## src/rtl/multi_cycle_ctrl_if.sv

```systemverilog
// Handshake bundle between the multi-cycle controller and its datapath:
// instruction fields and ALU flags in, datapath control strobes and selects out.
interface multi_cycle_ctrl_if #(
    parameter int ALU_CTRL_W = 3
);
    logic [6:0]            OPCODE;
    logic [2:0]            funct3;
    logic                  funct7;
    logic                  Zero;
    logic                  sign_flag;
    logic                  PCWrite;
    logic                  AdrSrc;
    logic                  MemWrite;
    logic                  IRWrite;
    logic                  RegWrite;
    logic [1:0]            ResultSrc;
    logic [1:0]            ALUSrcA;
    logic [1:0]            ALUSrcB;
    logic [ALU_CTRL_W-1:0] ALUControl;
    logic [1:0]            ImmSrc;
    logic                  Illegal;
    logic [3:0]            STATE;

    modport master (
        output OPCODE, funct3, funct7, Zero, sign_flag,
        input  PCWrite, AdrSrc, MemWrite, IRWrite, RegWrite, ResultSrc,
               ALUSrcA, ALUSrcB, ALUControl, ImmSrc, Illegal, STATE
    );

    modport slave (
        input  OPCODE, funct3, funct7, Zero, sign_flag,
        output PCWrite, AdrSrc, MemWrite, IRWrite, RegWrite, ResultSrc,
               ALUSrcA, ALUSrcB, ALUControl, ImmSrc, Illegal, STATE
    );
endinterface

```

## src/rtl/multi_cycle_ctrl.sv

```systemverilog
// Multi-cycle RISC-V style main controller: Moore FSM with memory-latency dwell,
// a sticky illegal-instruction flag and a Mealy branch PCWrite.
module multi_cycle_ctrl #(
    parameter int ALU_CTRL_W = 3,
    parameter int MEM_LAT    = 0
) (
    input logic               CLK,
    input logic               RST,
    multi_cycle_ctrl_if.slave bus
);
    typedef enum logic [3:0] {
        S_FETCH    = 4'd0,
        S_DECODE   = 4'd1,
        S_MEMADR   = 4'd2,
        S_MEMREAD  = 4'd3,
        S_MEMWB    = 4'd4,
        S_MEMWRITE = 4'd5,
        S_EXECR    = 4'd6,
        S_EXECI    = 4'd7,
        S_ALUWB    = 4'd8,
        S_BRANCH   = 4'd9,
        S_JAL      = 4'd10
    } state_t;

    localparam logic [6:0] OP_LW  = 7'b0000011;
    localparam logic [6:0] OP_SW  = 7'b0100011;
    localparam logic [6:0] OP_R   = 7'b0110011;
    localparam logic [6:0] OP_I   = 7'b0010011;
    localparam logic [6:0] OP_B   = 7'b1100011;
    localparam logic [6:0] OP_JAL = 7'b1101111;

    localparam logic [2:0] ALU_ADD = 3'b000;
    localparam logic [2:0] ALU_SUB = 3'b001;
    localparam logic [2:0] ALU_AND = 3'b010;
    localparam logic [2:0] ALU_OR  = 3'b011;
    localparam logic [2:0] ALU_XOR = 3'b100;
    localparam logic [2:0] ALU_SLT = 3'b101;

    localparam logic [3:0] LAT_LAST = 4'(MEM_LAT);

    state_t     state_q;
    state_t     state_d;
    logic [3:0] wait_q;
    logic       illegal_q;
    logic       set_illegal;
    logic       dwell_done;
    logic       branch_ok;
    logic       branch_taken;
    logic [2:0] alu_op;
    logic [2:0] exec_alu;

    assign dwell_done = (wait_q == LAT_LAST);

    // The wait counter restarts whenever the state changes, so each memory
    // state sees 0..MEM_LAT on its own dwell regardless of where it came from.
    always_ff @(posedge CLK) begin
        if (RST) begin
            state_q   <= S_FETCH;
            wait_q    <= 4'd0;
            illegal_q <= 1'b0;
        end else begin
            state_q <= state_d;
            wait_q  <= (state_d != state_q) ? 4'd0 : wait_q + 4'd1;
            if (set_illegal)
                illegal_q <= 1'b1;
        end
    end

    always_comb begin
        branch_ok    = 1'b1;
        branch_taken = 1'b0;
        case (bus.funct3)
            3'b000:  branch_taken = bus.Zero;
            3'b001:  branch_taken = !bus.Zero;
            3'b100:  branch_taken = bus.sign_flag;
            3'b101:  branch_taken = !bus.sign_flag;
            default: branch_ok    = 1'b0;
        endcase
    end

    always_comb begin
        state_d     = S_FETCH;
        set_illegal = 1'b0;
        case (state_q)
            S_FETCH:    state_d = dwell_done ? S_DECODE : S_FETCH;
            S_DECODE: begin
                case (bus.OPCODE)
                    OP_LW, OP_SW: state_d = S_MEMADR;
                    OP_R:         state_d = S_EXECR;
                    OP_I:         state_d = S_EXECI;
                    OP_B:         state_d = S_BRANCH;
                    OP_JAL:       state_d = S_JAL;
                    default: begin
                        state_d     = S_FETCH;
                        set_illegal = 1'b1;
                    end
                endcase
            end
            S_MEMADR:   state_d = (bus.OPCODE == OP_LW) ? S_MEMREAD : S_MEMWRITE;
            S_MEMREAD:  state_d = dwell_done ? S_MEMWB : S_MEMREAD;
            S_MEMWRITE: state_d = dwell_done ? S_FETCH : S_MEMWRITE;
            S_EXECR, S_EXECI, S_JAL: state_d = S_ALUWB;
            S_BRANCH: begin
                state_d     = S_FETCH;
                set_illegal = !branch_ok;
            end
            default:    state_d = S_FETCH;
        endcase
    end

    // funct7 only selects subtract for register-register ops; immediates always add.
    always_comb begin
        case (bus.funct3)
            3'b000:  exec_alu = (state_q == S_EXECR && bus.funct7) ? ALU_SUB : ALU_ADD;
            3'b010:  exec_alu = ALU_SLT;
            3'b100:  exec_alu = ALU_XOR;
            3'b110:  exec_alu = ALU_OR;
            3'b111:  exec_alu = ALU_AND;
            default: exec_alu = ALU_ADD;
        endcase
    end

    always_comb begin
        bus.PCWrite   = 1'b0;
        bus.AdrSrc    = 1'b0;
        bus.MemWrite  = 1'b0;
        bus.IRWrite   = 1'b0;
        bus.RegWrite  = 1'b0;
        bus.ResultSrc = 2'b00;
        bus.ALUSrcA   = 2'b00;
        bus.ALUSrcB   = 2'b00;
        alu_op        = ALU_ADD;
        case (state_q)
            S_FETCH: begin
                bus.ALUSrcB   = 2'b10;
                bus.ResultSrc = 2'b10;
                bus.IRWrite   = dwell_done;
                bus.PCWrite   = dwell_done;
            end
            S_DECODE: begin
                bus.ALUSrcA = 2'b01;
                bus.ALUSrcB = 2'b01;
            end
            S_MEMADR: begin
                bus.ALUSrcA = 2'b10;
                bus.ALUSrcB = 2'b01;
            end
            S_MEMREAD:  bus.AdrSrc = 1'b1;
            S_MEMWRITE: begin
                bus.AdrSrc   = 1'b1;
                bus.MemWrite = 1'b1;
            end
            S_MEMWB: begin
                bus.ResultSrc = 2'b01;
                bus.RegWrite  = 1'b1;
            end
            S_EXECR: begin
                bus.ALUSrcA = 2'b10;
                alu_op      = exec_alu;
            end
            S_EXECI: begin
                bus.ALUSrcA = 2'b10;
                bus.ALUSrcB = 2'b01;
                alu_op      = exec_alu;
            end
            S_ALUWB:    bus.RegWrite = 1'b1;
            S_BRANCH: begin
                bus.ALUSrcA = 2'b10;
                alu_op      = ALU_SUB;
                bus.PCWrite = branch_taken;
            end
            S_JAL: begin
                bus.ALUSrcA = 2'b01;
                bus.ALUSrcB = 2'b10;
                bus.PCWrite = 1'b1;
            end
            default: ;
        endcase
        // Reset must silence every write strobe even though state is still old.
        if (RST) begin
            bus.PCWrite  = 1'b0;
            bus.IRWrite  = 1'b0;
            bus.MemWrite = 1'b0;
            bus.RegWrite = 1'b0;
        end
    end

    always_comb begin
        bus.ALUControl      = '0;
        bus.ALUControl[2:0] = alu_op;
        case (bus.OPCODE)
            OP_SW:   bus.ImmSrc = 2'b01;
            OP_B:    bus.ImmSrc = 2'b10;
            OP_JAL:  bus.ImmSrc = 2'b11;
            default: bus.ImmSrc = 2'b00;
        endcase
    end

    assign bus.Illegal = illegal_q;
    assign bus.STATE   = state_q;
endmodule

```

## src/flat_wrapper.sv

```systemverilog
// flat-port wrapper written by rule: the top's interface ports become plain ports
module multi_cycle_ctrl_flat 
#(
    parameter int ALU_CTRL_W = 3,
    parameter int MEM_LAT    = 0
)
  (CLK, RST, bus_OPCODE, bus_funct3, bus_funct7, bus_Zero, bus_sign_flag, bus_PCWrite, bus_AdrSrc, bus_MemWrite, bus_IRWrite, bus_RegWrite, bus_ResultSrc, bus_ALUSrcA, bus_ALUSrcB, bus_ALUControl, bus_ImmSrc, bus_Illegal, bus_STATE);
  multi_cycle_ctrl_if #(.ALU_CTRL_W(ALU_CTRL_W)) bus_i ();
  input logic CLK;
  input logic RST;
  input wire logic [$bits(bus_i.OPCODE)-1:0] bus_OPCODE;
  input wire logic [$bits(bus_i.funct3)-1:0] bus_funct3;
  input wire logic [$bits(bus_i.funct7)-1:0] bus_funct7;
  input wire logic [$bits(bus_i.Zero)-1:0] bus_Zero;
  input wire logic [$bits(bus_i.sign_flag)-1:0] bus_sign_flag;
  output wire logic [$bits(bus_i.PCWrite)-1:0] bus_PCWrite;
  output wire logic [$bits(bus_i.AdrSrc)-1:0] bus_AdrSrc;
  output wire logic [$bits(bus_i.MemWrite)-1:0] bus_MemWrite;
  output wire logic [$bits(bus_i.IRWrite)-1:0] bus_IRWrite;
  output wire logic [$bits(bus_i.RegWrite)-1:0] bus_RegWrite;
  output wire logic [$bits(bus_i.ResultSrc)-1:0] bus_ResultSrc;
  output wire logic [$bits(bus_i.ALUSrcA)-1:0] bus_ALUSrcA;
  output wire logic [$bits(bus_i.ALUSrcB)-1:0] bus_ALUSrcB;
  output wire logic [$bits(bus_i.ALUControl)-1:0] bus_ALUControl;
  output wire logic [$bits(bus_i.ImmSrc)-1:0] bus_ImmSrc;
  output wire logic [$bits(bus_i.Illegal)-1:0] bus_Illegal;
  output wire logic [$bits(bus_i.STATE)-1:0] bus_STATE;
  assign bus_i.OPCODE = bus_OPCODE;
  assign bus_i.funct3 = bus_funct3;
  assign bus_i.funct7 = bus_funct7;
  assign bus_i.Zero = bus_Zero;
  assign bus_i.sign_flag = bus_sign_flag;
  assign bus_PCWrite = bus_i.PCWrite;
  assign bus_AdrSrc = bus_i.AdrSrc;
  assign bus_MemWrite = bus_i.MemWrite;
  assign bus_IRWrite = bus_i.IRWrite;
  assign bus_RegWrite = bus_i.RegWrite;
  assign bus_ResultSrc = bus_i.ResultSrc;
  assign bus_ALUSrcA = bus_i.ALUSrcA;
  assign bus_ALUSrcB = bus_i.ALUSrcB;
  assign bus_ALUControl = bus_i.ALUControl;
  assign bus_ImmSrc = bus_i.ImmSrc;
  assign bus_Illegal = bus_i.Illegal;
  assign bus_STATE = bus_i.STATE;
  multi_cycle_ctrl #(.ALU_CTRL_W(ALU_CTRL_W), .MEM_LAT(MEM_LAT)) u_core (.CLK(CLK), .RST(RST), .bus(bus_i));
endmodule
```

## config.mk

```make
export PLATFORM = sky130hd
export DESIGN_NAME = multi_cycle_ctrl_flat
export DESIGN_NICKNAME = d
export VERILOG_FILES = /design/src/rtl/multi_cycle_ctrl_if.sv /design/src/rtl/multi_cycle_ctrl.sv /design/src/flat_wrapper.sv
export SDC_FILE = /design/constraint.sdc
export NUM_CORES = 1
export LEC_CHECK = 0
export CORE_UTILIZATION = 44
export CTS_CLUSTER_DIAMETER = 150
export DETAILED_ROUTE_END_ITERATION = 12
export GPL_ROUTABILITY_DRIVEN = 0
export PLACE_DENSITY = 0.78
export REMOVE_ABC_BUFFERS = 1
export SYNTH_ARGS = -nofsm -noshare
export SYNTH_HDL_FRONTEND = slang
export SYNTH_SLANG_ARGS = --single-unit
```

## constraint.sdc

```tcl
create_clock -name CLK -period 2.3 [get_ports CLK]
set_input_delay 0.345 -clock CLK [delete_from_list [all_inputs] [get_ports CLK]]
set_output_delay 0.345 -clock CLK [all_outputs]
set_load 0.05 [all_outputs]
```

# Word level (Yosys, flattened, before mapping)
# Index checks and enable logic that the tools add are counted.
[word_totals] register_bits=9 latch_bits=0 ramBits=0 rom_bits=0 in_bits=15 out_inout_bits=21 elab_cells=72 n_memories=0
[op_classes] addsub=1 n_mul=0 div_mod_pow=0 order_cmp=0 n_eq_ne=23 shifts=0 mux=26 bitwise=0 reduce_logical=19
[ops] cell="case mux 4 bit (6 select lines)" n=1
[ops] cell="case mux 4 bit (5 select lines)" n=1
[ops] cell="equality test 4 x 3 -> 1 bit, second input constant" n=4
[ops] cell="case mux 3 bit (5 select lines)" n=1
[ops] cell="equality test 7 x 6 -> 1 bit, second input constant" n=2
[ops] cell="equality test 7 bit, second input constant" n=2
[ops] cell="OR reduction 2 bit" n=7
[ops] cell="equality test 3 bit, second input constant" n=4
[ops] cell="equality test 4 bit, second input constant" n=3
[ops] cell="2-to-1 mux 1 bit" n=12
[ops] cell="case mux 2 bit (2 select lines)" n=3
[ops] cell="2-to-1 mux 3 bit" n=3
[ops] cell="equality test 4 x 2 -> 1 bit, second input constant" n=2
[ops] cell="zero test 4 bit" n=2
[ops] cell="OR reduction 4 bit" n=2
[ops] cell="equality test 7 x 2 -> 1 bit, second input constant" n=1
[ops] cell="equality test 7 x 5 -> 1 bit, second input constant" n=1
[ops] cell="case mux 2 bit (3 select lines)" n=1
[ops] cell="case mux 3 bit (2 select lines)" n=1
[ops] cell="OR reduction 3 bit" n=2
[ops] cell="OR reduction 6 bit" n=1
[ops] cell="adder 4 x 1 -> 4 bit, second input constant" n=1
[ops] cell="equality test 4 x 1 -> 1 bit, second input constant" n=1
[ops] cell="!= test 4 bit" n=1
[ops] cell="8 further kinds" n=10

# Logic depth before layout (Yosys ltp)
[logic_depth] word_depth=6 depth_mapped=8

# Worst setup path before layout
# OpenSTA, ideal clock, no wires.
[synth_timing] path_type="reg-to-output" startpoint="register u_core.state_q[1] (netlist: u_core.bus.STATE[1])" endpoint="output bus_ALUControl[0]" arrival_ns=2.981 required_time_ns=1.955 setup_slack_ns=-1.026 stages_incl_launch_ff=5 path_cell_list="dfxtp_1 > buf_2 > buf_1 > nand2_1 > o41ai_1"
[synth_between] elab_chain_cells=5 elab_cells_between_ends=8
[synth_rtl] element="start, declared" line_no="multi_cycle_ctrl.sv:41" source="state_t state_q;"
[synth_rtl] element="start signal, assigned" line_no="multi_cycle_ctrl.sv:62" source="state_q <= state_d;"
[synth_rtl] element="equality test 4 x 3 -> 1 bit" line_no="multi_cycle_ctrl.sv:114, multi_cycle_ctrl.sv:133"
[synth_rtl] element="logical AND 1 bit" line_no="multi_cycle_ctrl.sv:114" source="3'b000: exec_alu = (state_q == S_EXECR && bus.funct7) ? ALU_SUB : ALU_ADD;"
[synth_rtl] element="2-to-1 mux 1 bit" line_no="multi_cycle_ctrl.sv:114"
[synth_rtl] element="case mux 3 bit (5 select lines)" line_no="multi_cycle_ctrl.sv:113" source="case (bus.funct3)"
[synth_rtl] element="case mux 3 bit (2 select lines) (*)" line_no="multi_cycle_ctrl.sv:133" source="case (state_q)"
[synth_rtl] element="end, declared" line_no="flat_wrapper.sv:24" source="output wire logic [$bits(bus_i.ALUControl)-1:0] bus_ALUControl;"
# Every way passes the cells marked *; elsewhere a longest branch is shown, timed or not.

# Worst setup path in the final report
[layout_timing] startpoint="input bus_funct3[2]" endpoint="output bus_PCWrite"
[layout_between] elab_chain_cells=4 elab_cells_between_ends=7
[layout_rtl] element="start, declared" line_no="flat_wrapper.sv:12" source="input wire logic [$bits(bus_i.funct3)-1:0] bus_funct3;"
[layout_rtl] element="equality test 3 bit, or another cell as far along" line_no="multi_cycle_ctrl.sv:72" source="case (bus.funct3)"
[layout_rtl] element="case mux 1 bit (4 select lines) (*)" line_no="multi_cycle_ctrl.sv:72"
[layout_rtl] element="case mux 1 bit (3 select lines) (*)" line_no="multi_cycle_ctrl.sv:133"
[layout_rtl] element="2-to-1 mux 1 bit (*)" line_no="multi_cycle_ctrl.sv:180" source="if (RST) begin"
[layout_rtl] element="end, declared" line_no="flat_wrapper.sv:16" source="output wire logic [$bits(bus_i.PCWrite)-1:0] bus_PCWrite;"
# Marks and branches as above.

==> flow_summary_export.csv <==
group,metric,value,unit
yosys,synth_most_common_cell,"nor2_1",
yosys,ys.flop_type,"dfxtp_1",
final_layout,fin_nets,183,
final_layout,postLayoutCoreUtil,80.6,%
sta,fmax,0.442,GHz
sta,drv_slew,0,
placed_design,io_buffers,35,
yosys,ys_types,52,
grt,grt_pass1_vias,1084,
setup_path,critPathRequiredTime,1.96,ns
power,finalPower,0.901,mW
grt,grt_remaining_overflow,0,
sta,worst_pin_slew,0.514,ns
grt,antenna_found_initial,0,
outcome,status,"completed",
clock_network,cts_setup_buffers,0,
power,ir_drop,0.455,mV
setup_path,start_kind,"input port",
grt,grt_max_degree,19,
yosys,synth_top_area_share,18.8,%
setup_path,end_kind,"output pin",
drt,dr.first_iter.drc_count,42,
final_layout,drive_above_1_share,36.4,%
floorplanning,dieHeight,48.7,µm
sta,finalCriticalPeriod,2.26,ns
clock_network,clk_latency,0.25,ns
run,max-cap-violations,0,
clock_network,clockRootBuffer,"clkbuf_4",
setup_path,cpMaxStageDelayCell,"clkdlybuf4s50_1",
setup_path,reg2reg_depth,7,
yosys,avgSynthCellArea,7.92,µm²
clock_network,cts_tree,"built",
sta,skew,0.00208,ns
final_layout,post-route-cell-area,0.00161,mm²
clock_network,htree_num_levels,1,
sta,hold_ws,0.500,ns
power,leakage,0.634,nW
clock_network,clkTransAtPathRegs,0.06,ns
yosys,synth_top_area_cell,"dfxtp_1",
clock_network,clock_path_buffers,2,
sta,min_period_over_period,98.3,%
grt,grt_use_total,24.8,%
final_layout,synthToLayoutAreaGrowth,68.3,%
sta,setup_violations,0,
floorplanning,io_pins,36,
sta,rsz0062_at_grt,"yes",
drt,first_pass_iters,4,
floorplanning,rows,16,
yosys,seq_area_frac_synth,18.8,%
final_layout,antenna_cells,0,
clock_network,cts.sinks,9,
grt,grt_use_met3,1.57,%
clock_network,numCtsBuffers,3,
floorplanning,die_w,48.7,µm
drt,drc,0,
yosys,synthTopCellsByCount,"nor2_1 (11), dfxtp_1 (9), nand2_1 (9), nor3_1 (9), a21oi_1 (6)",
floorplanning,dieArea,0.00237,mm²
setup_path,path_cells,"clkdlybuf4s50_1 -> mux2i_1 -> xor2_1 -> nor3_1 -> a21oi_1 -> nor2_2 -> buf_12",
floorplanning,core-area,0.00200,mm²
yosys,synth_seq_cells,9,
yosys,yosysWarnings,0,
grt,grtUsageMet2,44.9,%
drt,drt-total-wl,2900,µm
drt,drtAntennaViolNets,0,
yosys,synth_edf_count,0,
power,power_density,559,mW/mm²
sta,hold_viol,0,
yosys,syn-cell-area,958,µm²
grt,top_usage_layer,"met2",
drt,viasPerCell,5.85,
final_layout,final_cells,192,
min_path,hold_path.class,"register to register",
drt,wl_per_cell,15.1,µm
grt,grt_pass1_wl,4820,µm
setup_path,slowest_delay,0.56,ns
placed_design,placed_cell_area,0.00154,mm²
drt,vias,1124,
yosys,synthTopCellsByArea,"dfxtp_1 (19%), nor3_1 (4.7%), nor2_1 (4.3%), nor4b_1 (3.7%), xnor2_1 (3.7%)",
yosys,async_reset_ff_share,0,%
setup_path,worstSetupPathType,"input port to output pin",
sta,max_slew_margin,65.2,%
placed_design,hpwlAfterDp,2220,µm
grt,met1_usage,32.0,%
placed_design,placed_cells,188,
min_path,hold_path_depth,1,
setup_path,critPathMaxFanout,4,
yosys,synthesis.instances,121,
floorplanning,start_util,47.9,%
setup_path,cp_data_arrival_time,1.92,ns
## what timing repair did
| item | in CTS | in global routing |
|---|---|---|
| gates resized for setup | 5 | 8 |
| pin swaps | 0 | 3 |
| hold buffers | 0 | 0 |
| endpoints found under the setup margin | 4 | 5 |
## worst max-delay path, delay by kind of cell
family | cells | cell delay (ns)
buffers and inverters | 2 | 0.71
and+or+nand+nor | 2 | 0.34
xor gates and xnor gates | 1 | 0.12
AOI/OAI and AO/OA | 1 | 0.09
muxes | 1 | 0.30
## path summary, 6_finish.rpt
kind | from | to | slack (ns)
worst min-delay path | u_core.wait_q[0] | u_core.wait_q[0] | 0.50
worst min register to register | u_core.wait_q[0] | u_core.wait_q[0] | 0.50
worst max register to register | u_core.wait_q[0] | u_core.wait_q[2] | 0.29
worst max-delay path | bus_funct3[2] | bus_PCWrite | 0.04
## sequential cells by signal, summed over array words and instances, names as in the netlist
signal,cells
u_core.bus.STATE,4
u_core.wait_q,4
u_core.bus.Illegal,1
## power breakdown
group          leakage, nW  internal, mW  total, mW  switching, mW
logic                0.544         0.277      0.581          0.304
clock network       0.0150        0.0668      0.120         0.0536
registers           0.0750         0.172      0.200         0.0287
total                0.634         0.515      0.901          0.386
## layout make-up
class / count / area (µm²)
multi-input combinational: 98 / 743
timing repair buffer: 51 / 613
fill: 131 / 389
sequential: 9 / 185
tap: 27 / 33.8
clock buffer: 4 / 26.3
inverter: 3 / 11.3
## cells in the final DEF (no fill, tap or decap), types with 2 or more instances in the layout
master and instances:
nand3b_1 3, mux2i_1 2, nor4b_1 3, buf_12 15, xor2_1 4, xnor2_1 4, nand2_1 9, nor3b_2 2
clkdlybuf4s50_1 15, nor2_1 10, nor4_1 2, dfxtp_2 4, a21oi_1 6, inv_1 3, or4bb_1 2, clkbuf_4 3
buf_4 20, nor3_1 9, nand2b_1 4, nor3b_1 2, dfxtp_1 5, ha_1 2, o21ai_0 2, or3b_2 2
## routing by layer
layer | part of all wire [%] | vias to the layer above
met3 | 4.4 | 4
met4 | 1.1 | 0
met5 | 0 | -
li1 | - | 537
met2 | 53 | 43
met1 | 41 | 540
## cell families (layout without fill, tap and decap cells)
logic type	after synthesis	count (layout)	share of synthesized area [%]
flops	9	9	18.8
xor+xnor	8	8	7.31
fa+ha+maj	2	2	2.61
simple gates	62	62	40.9
mux	3	3	3.26
buf+inv	14	58	7.83
compound gates	23	23	19.3
## per-stage QoR
step                      setup TNS [ns]  worst slack, ns
after CTS                              0          0.00262
final                                  0           0.0392
after global routing             -0.0705          -0.0705
after global placement                 0           0.0472
after detailed placement         -0.0280          -0.0280
after floorplan                    -5.24           -0.860
No activity file was read; power rests on OpenSTA's default activity.
